File: config.mk
export PLATFORM = sky130hd
export DESIGN_NAME = inst_axi_rd_bridge_flat
export DESIGN_NICKNAME = d
export VERILOG_FILES = /design/src/rtl/inst_axi_rd_bridge_if.sv /design/src/rtl/inst_axi_rd_bridge.sv /design/src/flat_wrapper.sv
export SDC_FILE = /design/constraint.sdc
export NUM_CORES = 1
export LEC_CHECK = 0
export CAP_MARGIN = 20
export CORE_MARGIN = 1
export CORE_UTILIZATION = 29
export CTS_CLUSTER_DIAMETER = 150
export DETAILED_ROUTE_END_ITERATION = 12
export PLACE_DENSITY = 0.86
export SLEW_MARGIN = 20
export SYNTH_ARGS = -nofsm -noshare
export SYNTH_HDL_FRONTEND = slang
export SYNTH_SLANG_ARGS = --single-unit
File: constraint.sdc
create_clock -name clk -period 1.5 [get_ports clk]
set_input_delay 0.3 -clock clk [delete_from_list [all_inputs] [get_ports clk]]
set_output_delay 0.3 -clock clk [all_outputs]
set_load 0.05 [all_outputs]
File: src/rtl/inst_axi_rd_bridge_if.sv
// Fetch-side SRAM-like request port plus AXI4 AR/R channels of inst_axi_rd_bridge.
// IBRIDGE_RRESP_ERR_EN adds inst_sram_rerr and bus_err_sticky.
interface inst_axi_rd_bridge_if;
    logic        inst_sram_req;
    logic [31:0] inst_sram_addr;
    logic        inst_sram_addr_ok;
    logic        inst_sram_data_ok;
    logic [31:0] inst_sram_rdata;
`ifdef IBRIDGE_RRESP_ERR_EN
    logic        inst_sram_rerr;
    logic        bus_err_sticky;
`endif
    logic [3:0]  arid;
    logic [31:0] araddr;
    logic [7:0]  arlen;
    logic [2:0]  arsize;
    logic [1:0]  arburst;
    logic [1:0]  arlock;
    logic [3:0]  arcache;
    logic [2:0]  arprot;
    logic        arvalid;
    logic        arready;
    logic [3:0]  rid;
    logic [31:0] rdata;
    logic [1:0]  rresp;
    logic        rlast;
    logic        rvalid;
    logic        rready;

    // master: the bridge; slave: fetch stage and AXI slave together
    modport master (
`ifdef IBRIDGE_RRESP_ERR_EN
        output inst_sram_rerr, bus_err_sticky,
`endif
        input  inst_sram_req, inst_sram_addr,
        output inst_sram_addr_ok, inst_sram_data_ok, inst_sram_rdata,
        output arid, araddr, arlen, arsize, arburst, arlock, arcache, arprot,
        output arvalid,
        input  arready,
        input  rid, rdata, rresp, rlast, rvalid,
        output rready
    );

    modport slave (
`ifdef IBRIDGE_RRESP_ERR_EN
        input  inst_sram_rerr, bus_err_sticky,
`endif
        output inst_sram_req, inst_sram_addr,
        input  inst_sram_addr_ok, inst_sram_data_ok, inst_sram_rdata,
        input  arid, araddr, arlen, arsize, arburst, arlock, arcache, arprot,
        input  arvalid,
        output arready,
        output rid, rdata, rresp, rlast, rvalid,
        input  rready
    );
endinterface

File: src/rtl/inst_axi_rd_bridge.sv
// Instruction-fetch SRAM-like to single-beat AXI4 read bridge with in-order returns.
// IBRIDGE_RRESP_ERR_EN adds the rerr pulse and a sticky bus-error flag.
module inst_axi_rd_bridge #(
    parameter logic [3:0]  ARID_VAL = 4'h0,
    parameter int unsigned MAX_OUT  = 2
) (
    input  logic                 clk,
    input  logic                 resetn,
    inst_axi_rd_bridge_if.master bus
);

    localparam int unsigned CNT_W = $clog2(MAX_OUT + 1);

    typedef enum logic [0:0] {
        IDLE    = 1'b0,
        AR_BUSY = 1'b1
    } state_t;

    state_t           state_q, state_d;
    logic [CNT_W-1:0] cnt_q, cnt_d;
    logic [31:0]      araddr_q, araddr_d;
    logic             accept_c;
    logic             ret_c;

    // Next-state, address capture and outstanding-count update
    always_comb begin
        state_d  = state_q;
        araddr_d = araddr_q;
        accept_c = 1'b0;
        cnt_d    = cnt_q;
        ret_c    = bus.rvalid && (cnt_q != '0) && bus.rlast;
        case (state_q)
            IDLE: begin
                accept_c = bus.inst_sram_req && (cnt_q < CNT_W'(MAX_OUT));
                if (accept_c) begin
                    araddr_d = bus.inst_sram_addr;
                    state_d  = AR_BUSY;
                end
            end
            AR_BUSY: begin
                if (bus.arready) begin
                    state_d = IDLE;
                end
            end
            default: state_d = IDLE;
        endcase
        case ({accept_c, ret_c})
            2'b10:   cnt_d = cnt_q + CNT_W'(1);
            2'b01:   cnt_d = cnt_q - CNT_W'(1);
            default: cnt_d = cnt_q;
        endcase
    end

    always_ff @(posedge clk or negedge resetn) begin
        if (!resetn) begin
            state_q  <= IDLE;
            cnt_q    <= '0;
            araddr_q <= '0;
        end else begin
            state_q  <= state_d;
            cnt_q    <= cnt_d;
            araddr_q <= araddr_d;
        end
    end

    assign bus.arid    = ARID_VAL;
    assign bus.arlen   = 8'd0;
    assign bus.arsize  = 3'b010;
    assign bus.arburst = 2'b01;
    assign bus.arlock  = 2'b00;
    assign bus.arcache = 4'b0000;
    assign bus.arprot  = 3'b000;
    assign bus.araddr  = araddr_q;
    assign bus.arvalid = (state_q == AR_BUSY);
    assign bus.rready  = (cnt_q != '0);

    // Accept and return strobes are combinational to keep the 2-cycle fetch latency
    assign bus.inst_sram_addr_ok = accept_c;
    assign bus.inst_sram_data_ok = ret_c;
    assign bus.inst_sram_rdata   = bus.rdata;

`ifdef IBRIDGE_RRESP_ERR_EN
    logic rerr_c;
    logic sticky_q;

    assign rerr_c             = ret_c && (bus.rresp != 2'b00);
    assign bus.inst_sram_rerr = rerr_c;
    assign bus.bus_err_sticky = sticky_q;

    always_ff @(posedge clk or negedge resetn) begin
        if (!resetn) begin
            sticky_q <= 1'b0;
        end else if (rerr_c) begin
            sticky_q <= 1'b1;
        end
    end

    // Single ID in flight, so rid carries no information
    logic unused_rid;
    assign unused_rid = ^bus.rid;
`else
    logic unused_rbits;
    assign unused_rbits = ^{bus.rid, bus.rresp};
`endif

endmodule

File: src/flat_wrapper.sv
// flat-port wrapper written by rule: the top's interface ports become plain ports
module inst_axi_rd_bridge_flat 
#(
    parameter logic [3:0]  ARID_VAL = 4'h0,
    parameter int unsigned MAX_OUT  = 2
)
  (clk, resetn, bus_inst_sram_req, bus_inst_sram_addr, bus_inst_sram_addr_ok, bus_inst_sram_data_ok, bus_inst_sram_rdata, bus_arid, bus_araddr, bus_arlen, bus_arsize, bus_arburst, bus_arlock, bus_arcache, bus_arprot, bus_arvalid, bus_arready, bus_rid, bus_rdata, bus_rresp, bus_rlast, bus_rvalid, bus_rready);
  inst_axi_rd_bridge_if bus_i ();
  input  logic clk;
  input  logic resetn;
  input wire logic [$bits(bus_i.inst_sram_req)-1:0] bus_inst_sram_req;
  input wire logic [$bits(bus_i.inst_sram_addr)-1:0] bus_inst_sram_addr;
  output wire logic [$bits(bus_i.inst_sram_addr_ok)-1:0] bus_inst_sram_addr_ok;
  output wire logic [$bits(bus_i.inst_sram_data_ok)-1:0] bus_inst_sram_data_ok;
  output wire logic [$bits(bus_i.inst_sram_rdata)-1:0] bus_inst_sram_rdata;
  output wire logic [$bits(bus_i.arid)-1:0] bus_arid;
  output wire logic [$bits(bus_i.araddr)-1:0] bus_araddr;
  output wire logic [$bits(bus_i.arlen)-1:0] bus_arlen;
  output wire logic [$bits(bus_i.arsize)-1:0] bus_arsize;
  output wire logic [$bits(bus_i.arburst)-1:0] bus_arburst;
  output wire logic [$bits(bus_i.arlock)-1:0] bus_arlock;
  output wire logic [$bits(bus_i.arcache)-1:0] bus_arcache;
  output wire logic [$bits(bus_i.arprot)-1:0] bus_arprot;
  output wire logic [$bits(bus_i.arvalid)-1:0] bus_arvalid;
  input wire logic [$bits(bus_i.arready)-1:0] bus_arready;
  input wire logic [$bits(bus_i.rid)-1:0] bus_rid;
  input wire logic [$bits(bus_i.rdata)-1:0] bus_rdata;
  input wire logic [$bits(bus_i.rresp)-1:0] bus_rresp;
  input wire logic [$bits(bus_i.rlast)-1:0] bus_rlast;
  input wire logic [$bits(bus_i.rvalid)-1:0] bus_rvalid;
  output wire logic [$bits(bus_i.rready)-1:0] bus_rready;
  assign bus_i.inst_sram_req = bus_inst_sram_req;
  assign bus_i.inst_sram_addr = bus_inst_sram_addr;
  assign bus_inst_sram_addr_ok = bus_i.inst_sram_addr_ok;
  assign bus_inst_sram_data_ok = bus_i.inst_sram_data_ok;
  assign bus_inst_sram_rdata = bus_i.inst_sram_rdata;
  assign bus_arid = bus_i.arid;
  assign bus_araddr = bus_i.araddr;
  assign bus_arlen = bus_i.arlen;
  assign bus_arsize = bus_i.arsize;
  assign bus_arburst = bus_i.arburst;
  assign bus_arlock = bus_i.arlock;
  assign bus_arcache = bus_i.arcache;
  assign bus_arprot = bus_i.arprot;
  assign bus_arvalid = bus_i.arvalid;
  assign bus_i.arready = bus_arready;
  assign bus_i.rid = bus_rid;
  assign bus_i.rdata = bus_rdata;
  assign bus_i.rresp = bus_rresp;
  assign bus_i.rlast = bus_rlast;
  assign bus_i.rvalid = bus_rvalid;
  assign bus_rready = bus_i.rready;
  inst_axi_rd_bridge #(.ARID_VAL(ARID_VAL), .MAX_OUT(MAX_OUT)) u_core (.clk(clk), .resetn(resetn), .bus(bus_i));
endmodule
==> results_dict.tcl <==
set metrics [dict create \
    seqPwrFrac 0.249 \
    clk_pin_slew_ns 0.07 \
    stdcell_area_sq_um 2930 \
    synth-async-reset-ratio 1.00 \
    power_density_nw_per_um2 2720 \
    clock.fmax_mhz 635 \
    min_path_type "input pin to asynchronous set/reset pin" \
    final_hold_viol_count 0 \
    cts_tree "yes" \
    hpwlAfterDp_um 2710 \
    synth_top_area_cell "dfrtp_1" \
    firstDrtPassIters 3 \
    routed_via_density 3.82 \
    grt_pass1_wl_um 5630 \
    reg2reg_depth 6 \
    coreArea_sq_um 6390 \
    synth.distinct_cells 17 \
    synth_area_leaders "dfrtp_1, buf_4, mux2_4, buf_12, mux2_2" \
    ys.flop_type "dfrtp_1" \
    drv_cap 0 \
    yosysWarnings 0 \
    synth_compound_area_frac 0.00259 \
    cts.sinks 35 \
    yosys.area_share.simple 0.0175 \
    placed_area_sq_um 2780 \
    io_pins 170 \
    avgRoutedWirePerCell_um 13.2 \
    power_switching_share 0.428 \
    grt_use_total 0.106 \
    worstSetupPathType "flip-flop to primary output" \
    p_sw_mw 3.42 \
    use_met2 0.173 \
    violations "negative setup slack" \
    area_growth_syn_to_layout_pct 51.6 \
    ant_nets 0 \
    tns_ns -0.142 \
    crit_path_start "u_core.cnt_q[1]" \
    drc 0 \
    die_x_um 83.7 \
    synth_xor_area_frac 0.0136 \
    synth_fa_ha_area_frac 0.00646 \
    routabilityCongestion 0.654 \
    setup_viol 2 \
    die_h_um 83.7 \
    antenna_found_initial 0 \
    grt_pass1_vias 1091 \
    grtUsageMet1 0.121 \
    clockRootBuffer "clkbuf_8" \
    clkPwrFrac 0.082 \
    final_nets 271 \
    r2r_start "u_core.cnt_q[1]" \
    critPathMaxFanout 3 \
    cp-end-kind "primary output" \
    grt_setup_unrepaired "yes" \
    finalWirelength_um 3600 \
    antennaDiodeCount 0 \
    drive_above_1_share 0.477 \
    yosys.area.top_type_share 0.452 \
    fin_ws_ns -0.0755 \
    synth_edf_count 0 \
    power_frac_comb 0.669 \
    drtIter0Drc 21 \
    period_needed_ns 1.58 \
    synth_top_family_by_area "buffers and inverters" \
    clk_latency_ns 0.27 \
    status "complete, but fails checks" \
    internal_power_mw 4.57 \
    maxSlewViolCount 0 \
    grt_util_met3 0.0485 \
    htree_levels 2 \
    syn_area_per_cell_sq_um 13.6 \
    grt.overflow.total 0 \
    num_rows 29 \
    placed_cells 258 \
    fin_crit_sh 1.05 \
    grt_max_degree 23 \
    final.setup_skew_ns 0.00278 \
    synth_cells 142 \
    synth.area.mux_share 0.242 \
    io_buffers 73 \
    busiest_layer "met2" \
    worstPathRequired_ns 1.20 \
    cp.arrival_ns 1.28 \
    fin_cells 272 \
    vdd_drop_max_v 0.00155 \
    dieArea_sq_um 7000 \
    startpoint_type "flip-flop" \
    syn-cell-area_sq_um 1940 \
    vias 1039 \
    ys_seq_area_frac 0.452 \
    clock_path_buffers 2 \
    initial_core_util 0.303 \
    cts_buffers 5 \
    p_leak_nw 1.34 \
    ys_ff_latch 35 \
]
## kinds of logic after synthesis
group	Yosys count
other	2
buffers and inverters	63
adders and majority gates	1
and+or+nand+nor	5
xor gates and xnor gates	3
DFF	35
AOI/OAI and AO/OA	1
muxes	32
## metrics by stage
step | hold slack [ns] | setup WS (ns) | utilization | power [mW]
floorplan | 0.00441 | -0.0611 | - | 5.01
CTS | 0.473 | -0.0899 | 0.458 | 8.05
global placement | 0.233 | -0.118 | 0.436 | 7.16
detailed placement | 0.232 | -0.134 | 0.436 | 7.24
global route | 0.493 | -0.122 | 0.459 | 8.30
finish | 0.473 | -0.0755 | 0.459 | 7.99
## state kept, by name, summed over array words and instances, names as in the netlist
signal / count
u_core.bus.araddr: 32
u_core.bus.arvalid: 1
u_core.cnt_q: 2
## layer usage
layer	routed length [um]	part of all wire
met1	1430	0.40
met2	1830	0.51
met3	295	0.082
met4	47	0.013
met5	0	0
## critical path, cell delays in order (launching register included)
cell and delay (ns):
dfrtp_2 0.44, or2_4 0.24, and3_4 0.17, buf_12 0.15
## worst paths after layout
| kind | endpoint | slack (ns) |
|---|---|---|
| worst max-delay path | bus_inst_sram_data_ok | -0.08 |
| worst min-delay path | u_core.bus.araddr[6] | 0.47 |
| worst max register to register | u_core.cnt_q[1] | 0.02 |
| worst min register to register | u_core.bus.araddr[5] | 0.58 |
| max in group asynchronous | u_core.cnt_q[1] | 0.58 |
| min in group clk | u_core.bus.araddr[5] | 0.58 |
## power by group through the flow
| stage | Sequential (mW) | Clock (mW) | Combinational (mW) |
|---|---|---|---|
| final | 1.99 | 0.658 | 5.34 |
| after global routing | 2.05 | 0.748 | 5.51 |
| after CTS | 1.99 | 0.704 | 5.35 |
| after detailed placement | 2.00 | 0 | 5.24 |
| after global placement | 1.98 | 0 | 5.18 |
| after floorplan | 3.32 | 0 | 1.69 |
## cell usage after synthesis (2+ instances only)
master    n
dfrtp_1  35
mux2_2    3
buf_4    58
conb_1    2
mux2_4   29
xnor2_1   2
buf_12    3
## cells in the final DEF, fill, tap and decap left out
master           count
clkinv_2             1
xnor2_1              2
buf_12              38
nor2_1               1
nor2_4               1
mux2_4              29
mux2_2               3
clkinvlp_4           2
or2_4                1
nand2_4              1
buf_2                1
buf_8                1
inv_1                1
and3_4               1
clkbuf_8             5
dfrtp_1             33
dfrtp_2              2
ha_4                 1
conb_1              26
dlygate4sd3_1        1
o21ai_0              1
clkdlybuf4s50_1     36
xor2_1               1
inv_6                1
buf_4                5
## repair_timing
item,4_1_cts,5_1_grt
setup endpoints to repair,2,17
gates resized for setup,3,2
setup buffers,4,1
hold buffers,1,0
hold endpoints to repair,13,0
pin swaps,2,1
## area by class of cell
class	instances	area, sq um
timing repair buffer	82	1190
sequential	35	878
inverter	2	12.5
clock buffer	5	68.8
tap	77	96.3
multi-input combinational	68	669
clock inverter	3	20.0
fill	553	3450
(Power assumes the default switching activity.)
